**src/rtl/micro_hash_pkg.sv**
```systemverilog
// micro_hash_pkg: shared constants, types and helpers for the micro-hash engine.
// Holds the fixed IV, the two round-constant sets, the message-expansion tap
// offsets and the engine state encoding.
package micro_hash_pkg;

    typedef logic [7:0] byte_t;

    // Fixed initial chaining value; every job restarts from here
    localparam byte_t H0_IV = 8'h01;
    localparam byte_t H1_IV = 8'h89;
    localparam byte_t H2_IV = 8'hfe;

    // Round constants: set 0 for early rounds, set 1 for late rounds
    localparam byte_t K0 = 8'h99;
    localparam byte_t K1 = 8'ha1;

    // Message-expansion tap offsets: W[i] = W[i-A] | (W[i-B] ^ W[i-C])
    localparam int TAP_A = 3;
    localparam int TAP_B = 9;
    localparam int TAP_C = 14;

    typedef enum logic [2:0] {
        IDLE,
        EXPAND,
        ROUND,
        FINAL,
        OUT
    } state_t;

    // One expanded message word from its three taps
    function automatic byte_t expand_word(input byte_t w_a, input byte_t w_b, input byte_t w_c);
        return w_a | (w_b ^ w_c);
    endfunction

endpackage

```
**src/rtl/micro_hash_round.sv**
```systemverilog
// micro_hash_round: one compression round of the micro-hash, purely combinational.
// late_round selects the second constant set and swaps the XOR mix for an OR.
module micro_hash_round
    import micro_hash_pkg::*;
(
    input  logic [7:0] a,
    input  logic [7:0] b,
    input  logic [7:0] c,
    input  logic [7:0] w,
    input  logic       late_round,
    output logic [7:0] a_next,
    output logic [7:0] b_next,
    output logic [7:0] c_next
);

    logic [7:0] k;
    logic [7:0] x;

    // Round function: rotate the state words and fold mix + constant + message into c
    always_comb begin
        k      = late_round ? K1 : K0;
        x      = late_round ? (a | b) : (a ^ b);
        a_next = b ^ c;
        b_next = {c[3:0], 4'h0};
        c_next = x + k + w;
    end

endmodule

```
**src/rtl/micro_hash_engine.sv**
```systemverilog
// micro_hash_engine: handshaked micro-hash core.
// Accepts one BLOCK_BYTES-byte block, expands it to ROUNDS words (one per cycle),
// runs ROUNDS compression rounds from the fixed IV (one per cycle), adds the IV
// back in and holds the 3-byte hash until the consumer takes it.
// Optional feature macro: MICRO_HASH_TARGET_CHECK_EN
//   defined   : hit compares the low TARGET_BYTES hash bytes against the sampled
//               target and hash_out is zeroed whenever hit=0 (legacy gating).
//   undefined : target is ignored, hit=1 with every result, hash_out is raw.
module micro_hash_engine
    import micro_hash_pkg::*;
#(
    parameter int BLOCK_BYTES  = 16,
    parameter int ROUNDS       = 32,
    parameter int K_SPLIT      = 17,
    parameter int TARGET_BYTES = 2
) (
    input  logic                        clk,
    input  logic                        reset,
    input  logic                        in_valid,
    output logic                        in_ready,
    input  logic [BLOCK_BYTES-1:0][7:0] block,
    input  logic [7:0]                  target,
    output logic                        out_valid,
    input  logic                        out_ready,
    output logic [2:0][7:0]             hash_out,
    output logic                        hit,
    output logic                        busy
);

    localparam int IW         = $clog2(ROUNDS);
    localparam bit HAS_EXPAND = (ROUNDS > BLOCK_BYTES);

    state_t          state;
    state_t          state_next;
    logic [IW-1:0]   cnt;
    logic            cnt_last;
    logic            accept;
    logic            late_round;
    byte_t           w [ROUNDS];
    byte_t           a_q;
    byte_t           b_q;
    byte_t           c_q;
    logic [7:0]      a_n;
    logic [7:0]      b_n;
    logic [7:0]      c_n;
    logic [2:0][7:0] raw_hash;
    logic [2:0][7:0] hash_next;
    logic            hit_calc;

    assign accept     = in_valid && in_ready;
    assign cnt_last   = (int'(cnt) == ROUNDS - 1);
    assign late_round = (int'(cnt) >= K_SPLIT);

    // State register
    always_ff @(posedge clk or negedge reset) begin
        if (!reset) begin
            state <= IDLE;
        end else begin
            state <= state_next;
        end
    end

    // Next-state: expansion (if any) and rounds each run until the counter hits the last index
    always_comb begin
        state_next = state;
        case (state)
            IDLE:    if (in_valid) state_next = HAS_EXPAND ? EXPAND : ROUND;
            EXPAND:  if (cnt_last) state_next = ROUND;
            ROUND:   if (cnt_last) state_next = FINAL;
            FINAL:   state_next = OUT;
            OUT:     if (out_ready) state_next = IDLE;
            default: state_next = IDLE;
        endcase
    end

    // Handshake and status outputs; in_ready stays low while reset is held
    always_comb begin
        in_ready  = reset && (state == IDLE);
        busy      = (state != IDLE);
        out_valid = (state == OUT);
    end

    // Message schedule: capture the block on accept, then append one expanded word per EXPAND cycle
    always_ff @(posedge clk or negedge reset) begin
        if (!reset) begin
            cnt <= '0;
            for (int i = 0; i < ROUNDS; i++) begin
                w[i] <= '0;
            end
        end else begin
            case (state)
                IDLE: begin
                    if (accept) begin
                        for (int i = 0; i < BLOCK_BYTES; i++) begin
                            w[i] <= block[i];
                        end
                        for (int i = BLOCK_BYTES; i < ROUNDS; i++) begin
                            w[i] <= '0;
                        end
                        cnt <= HAS_EXPAND ? IW'(BLOCK_BYTES) : '0;
                    end
                end
                EXPAND: begin
                    w[cnt] <= expand_word(w[cnt - IW'(TAP_A)],
                                          w[cnt - IW'(TAP_B)],
                                          w[cnt - IW'(TAP_C)]);
                    cnt    <= cnt_last ? '0 : cnt + IW'(1);
                end
                ROUND: begin
                    cnt <= cnt_last ? '0 : cnt + IW'(1);
                end
                default: begin
                    cnt <= '0;
                end
            endcase
        end
    end

    micro_hash_round u_round (
        .a          (a_q),
        .b          (b_q),
        .c          (c_q),
        .w          (w[cnt]),
        .late_round (late_round),
        .a_next     (a_n),
        .b_next     (b_n),
        .c_next     (c_n)
    );

    // Working state: load the IV on accept so each job is independent, advance one round per ROUND cycle
    always_ff @(posedge clk or negedge reset) begin
        if (!reset) begin
            a_q <= '0;
            b_q <= '0;
            c_q <= '0;
        end else if (accept) begin
            a_q <= H0_IV;
            b_q <= H1_IV;
            c_q <= H2_IV;
        end else if (state == ROUND) begin
            a_q <= a_n;
            b_q <= b_n;
            c_q <= c_n;
        end
    end

    // Feed-forward: add the IV back onto the final working state, packed {H0,H1,H2}
    always_comb begin
        raw_hash[2] = H0_IV + a_q;
        raw_hash[1] = H1_IV + b_q;
        raw_hash[0] = H2_IV + c_q;
    end

`ifdef MICRO_HASH_TARGET_CHECK_EN
    byte_t target_q;

    // Target is sampled with the block so later changes do not affect this job
    always_ff @(posedge clk or negedge reset) begin
        if (!reset) begin
            target_q <= '0;
        end else if (accept) begin
            target_q <= target;
        end
    end

    // Every compared low byte must be strictly below the target; failures zero the hash
    always_comb begin
        hit_calc = 1'b1;
        for (int j = 0; j < TARGET_BYTES; j++) begin
            if (raw_hash[j] >= target_q) begin
                hit_calc = 1'b0;
            end
        end
        hash_next = hit_calc ? raw_hash : '0;
    end
`else
    logic unused_target;
    localparam int unused_target_bytes = TARGET_BYTES;
    assign unused_target = ^target;

    // Without the compare every result is reported as a hit with the raw hash
    always_comb begin
        hit_calc  = 1'b1;
        hash_next = raw_hash;
    end
`endif

    // Result registers: load in FINAL, hold through OUT, clear on the consumer handshake
    always_ff @(posedge clk or negedge reset) begin
        if (!reset) begin
            hash_out <= '0;
            hit      <= 1'b0;
        end else if (state == FINAL) begin
            hash_out <= hash_next;
            hit      <= hit_calc;
        end else if (state == OUT && out_ready) begin
            hash_out <= '0;
            hit      <= 1'b0;
        end
    end

endmodule

```
**config.mk**
```make
export PLATFORM = sky130hd
export DESIGN_NAME = micro_hash_engine
export DESIGN_NICKNAME = d
export VERILOG_FILES = /design/src/rtl/micro_hash_pkg.sv /design/src/rtl/micro_hash_round.sv /design/src/rtl/micro_hash_engine.sv
export SDC_FILE = /design/constraint.sdc
export NUM_CORES = 1
export LEC_CHECK = 0
export BUFFER_PORTS_ARGS = -buffer_cell sky130_fd_sc_hd__buf_2
export CAP_MARGIN = 10
export CORE_AREA = 2 2 274 276
export CTS_CLUSTER_SIZE = 24
export DETAILED_ROUTE_END_ITERATION = 7
export DIE_AREA = 0 0 276 278
export GPL_TIMING_DRIVEN = 0
export SLEW_MARGIN = 20
export SYNTH_ARGS = -nofsm -noshare
export SYNTH_HDL_FRONTEND = slang
export SYNTH_SLANG_ARGS = --single-unit
```
**constraint.sdc**
```tcl
create_clock -name clk -period 5.4 [get_ports clk]
set_input_delay 0.27 -clock clk [delete_from_list [all_inputs] [get_ports clk]]
set_output_delay 0.27 -clock clk [all_outputs]
set_load 0.01 [all_outputs]
```
==> impl_metrics.env <==
export IMPL_drt_first_pass_iters=8
export IMPL_nFillCells=7482
export IMPL_seq_area_frac_synth_pct=34.8
export IMPL_post_route_cells_drive_above_1_share_pct=21.9
export IMPL_drt_vias_per_instance=6.35
export IMPL_yosys_area_top_type="dfrtp_1"
export IMPL_avgSynthCellArea_sq_um=10.2
export IMPL_syn_area_sq_um=22000
export IMPL_rows=100
export IMPL_hold_class="input port to register"
export IMPL_dieHeight_um=278
export IMPL_synth_seq_cells=306
export IMPL_cts_root_buf="clkbuf_16"
export IMPL_maxCapViolations=0
export IMPL_fin_ws_ns=-0.0806
export IMPL_dr_wl_met2_mm=41.9
export IMPL_worstSetupPathType="register to register"
export IMPL_crit_chain="inv_1 > buf_4 > clkbuf_4 > clkbuf_4 > ha_1 > inv_1 > buf_4 > buf_4 > clkbuf_4 > mux4_2 > mux2i_1 > a21oi_4 > nand3_2 > buf_2 > a221o_1"
export IMPL_tritoncts="done"
export IMPL_grt_max_degree=89
export IMPL_period_needed_ns=5.48
export IMPL_die_w_um=276
export IMPL_finClkSkew_ns=0.0270
export IMPL_synth_edf_count=0
export IMPL_slowest_stage="dfrtp_4"
export IMPL_critPathMaxFanout=18
export IMPL_cp_end_kind="register"
export IMPL_cts_sinks=306
export IMPL_crit_path_max_incr_delay_ns=0.60
export IMPL_wl_met3_mm=14.2
export IMPL_highest_layer="met5"
export IMPL_clk_latency_ns=0.58
export IMPL_synth_cells=2165
export IMPL_cts_htree_levels=2
export IMPL_startpoint_type="register"
export IMPL_cts_made_buffers=35
export IMPL_clkTransAtPathRegs_ns=0.07
export IMPL_area_growth_pct=16.5
export IMPL_dp_hpwl_mm=77.2
export IMPL_hold_viol_final=0
export IMPL_fin_area_sq_um=25700
export IMPL_ios=168
export IMPL_cp_top_family="buffers and inverters"
export IMPL_ys_flop_type="dfrtp_1"
export IMPL_drt_initial_drc_count=3000
export IMPL_track_usage_pct=25.7
export IMPL_fin_crit_sh_pct=101
export IMPL_nets=2538
export IMPL_grt_overflow=0
export IMPL_insertedDiodeCount=0
export IMPL_port_buffers=158
export IMPL_setup_violations=40
export IMPL_ant_nets=0
export IMPL_die_area_sq_um=76700
export IMPL_rsz0062_at_grt="yes"
export IMPL_utilization_pct=34.8
export IMPL_ys_types=82
export IMPL_worst_slew_pin_slew_ns=1.21
export IMPL_dp_slack_ns=-2.11
export IMPL_outcome="finished with violations"
export IMPL_cp_data_arrival_time_ns=5.92
export IMPL_drt_met1_wl_mm=39.9
export IMPL_antenna_found_initial=2
export IMPL_drc_errors=14
export IMPL_slew_headroom_pct=19.6
export IMPL_synth_top_cells_by_area="dfrtp_1, mux4_2, mux2i_1, a21oi_1, a31oi_1"
export IMPL_clock_fmax_mhz=182
export IMPL_grt_pass1_wl_mm=144
export IMPL_synth_fp_nets=2337
export IMPL_start_util_pct=29.8
export IMPL_routed_wl_mm=101
export IMPL_vias=21283
export IMPL_place_gp_congestion=1.08
export IMPL_finalMaxSlewViolations=0
export IMPL_core_area_sq_um=73800
export IMPL_netlist_area_leader_share_pct=34.8
export IMPL_dpl_instance_area_sq_um=24200
export IMPL_async_flop_share_pct=100
export IMPL_clk_path_buf_depth=3
export IMPL_wire_per_inst_um=30.1
export IMPL_violations="design-rule violations, negative setup slack"
export IMPL_yosysWarnings=0
export IMPL_path_buf_inv=9
export IMPL_grt_pass1_vias=20325
export IMPL_required_ns=5.84
export IMPL_finalSetupTns_ns=-1.81
==> cells by family after synthesis <==
| kind of cell | count (synthesis) | share of synthesized area (%) |
|---|---|---|
| other cells | 1 | 0.0170 |
| buf+inv | 243 | 5.75 |
| compound gates | 660 | 19.8 |
| xor+xnor | 39 | 1.69 |
| mux | 375 | 24.7 |
| flops | 306 | 34.8 |
| simple gates | 509 | 11.5 |
| fa+ha+maj | 32 | 1.85 |
==> routing by layer <==
metal / track usage, % / vias up
li1: - / 8780
met1: 33.8 / 10667
met2: 36.8 / 1516
met3: 10.3 / 316
met4: 11.7 / 4
met5: 0 / -
==> synthesized netlist by cell type (5+ instances only) <==
library cell	count
dfrtp_1	306
mux2i_1	224
a21oi_1	213
nand2_1	149
a31oi_1	133
and3_1	132
mux4_2	131
clkbuf_1	130
nor2_1	109
a221o_1	80
o21ai_0	67
a22oi_1	33
ha_1	31
buf_2	29
nand3_1	28
inv_1	27
xnor2_1	24
buf_4	21
mux2_2	19
nor2b_1	19
a22o_1	18
and2_1	17
a211oi_1	16
nor3_1	15
o211ai_1	15
buf_6	14
o21ai_1	13
xor2_1	11
buf_1	10
o22ai_1	8
a221oi_1	7
nor4_1	7
a21o_1	6
buf_12	6
nand2b_1	6
a2111oi_0	5
a21oi_2	5
or2_2	5
==> final cells by class <==
| class | count | area (sq um) | area share (%) |
|---|---|---|---|
| inverter | 30 | 115 | 0.449 |
| clock buffer | 43 | 968 | 3.77 |
| tap | 969 | 1210 | 4.72 |
| buffer | 205 | 1260 | 4.92 |
| timing repair buffer | 172 | 976 | 3.80 |
| sequential | 306 | 7660 | 29.9 |
| multi-input combinational | 1616 | 13300 | 52.0 |
| clock inverter | 13 | 126 | 0.492 |
==> sequential cells by signal, indices dropped and copies added, names as in the netlist <==
signal,cells
a_q,8
b_q,3
hit,1
state,3
w,256
c_q,8
cnt,5
hash_out,22
==> worst paths after layout <==
check | start | endpoint | slack (ns) | cells after the start
max | cnt[1] | w[204] | -0.08 | 15
min | block[69] | w[189] | 0.04 | 3
max reg2reg | cnt[1] | w[204] | -0.08 | 15
min reg2reg | hash_out[15] | hash_out[15] | 0.47 | 2
max in group asynchronous | reset | w[101] | 3.84 | 4
min in group asynchronous | reset | w[162] | 0.25 | 2
==> cells in the final DEF (no fill, tap or decap), drive strengths merged, types with 6 or more instances in the layout <==
cell and n:
mux2 19, a22oi 33, mux2i 225, mux4 131
ha 31, clkinv 10, a221o 80, nor2 109
o22ai 8, nand2b 6, and2 17, nor2b 19
nand3 31, a22o 18, buf 248, a31oi 133
nor3 15, a21oi 218, o211ai 15, o21ai 83
a221oi 8, and3 132, dfrtp 306, nor4 7
xnor2 26, clkbuf 170, xor2 13, nand2 149
a211oi 16, a21o 6, inv 31
==> per-stage QoR <==
step | hold slack, ns | instances
2_1_floorplan | -0.0256 | 2165
3_3_place_gp | 0.460 | 3292
3_5_place_dp | 0.283 | 3300
4_1_cts | 0.0263 | 3354
5_1_grt | 0.0459 | 3354
6_report | 0.0409 | 3354
==> worst min-delay path, cell delays in order <==
cell	delay (ns)
buf_2	0.07
and3_1	0.13
a221o_1	0.10
==> repair_timing <==
item / 4_1_cts / 5_1_grt
hold buffers: 2 / 0
endpoints found under the setup margin: 265 / 197
hold endpoints to repair: 75 / 0
setup buffers: 1 / 3
pin swaps: 2 / 4
gates resized for setup: 64 / 41
Power is left out: the tool's default activity adds up to more than one toggle a clock period on the data nets, which glitch-free logic cannot reach.
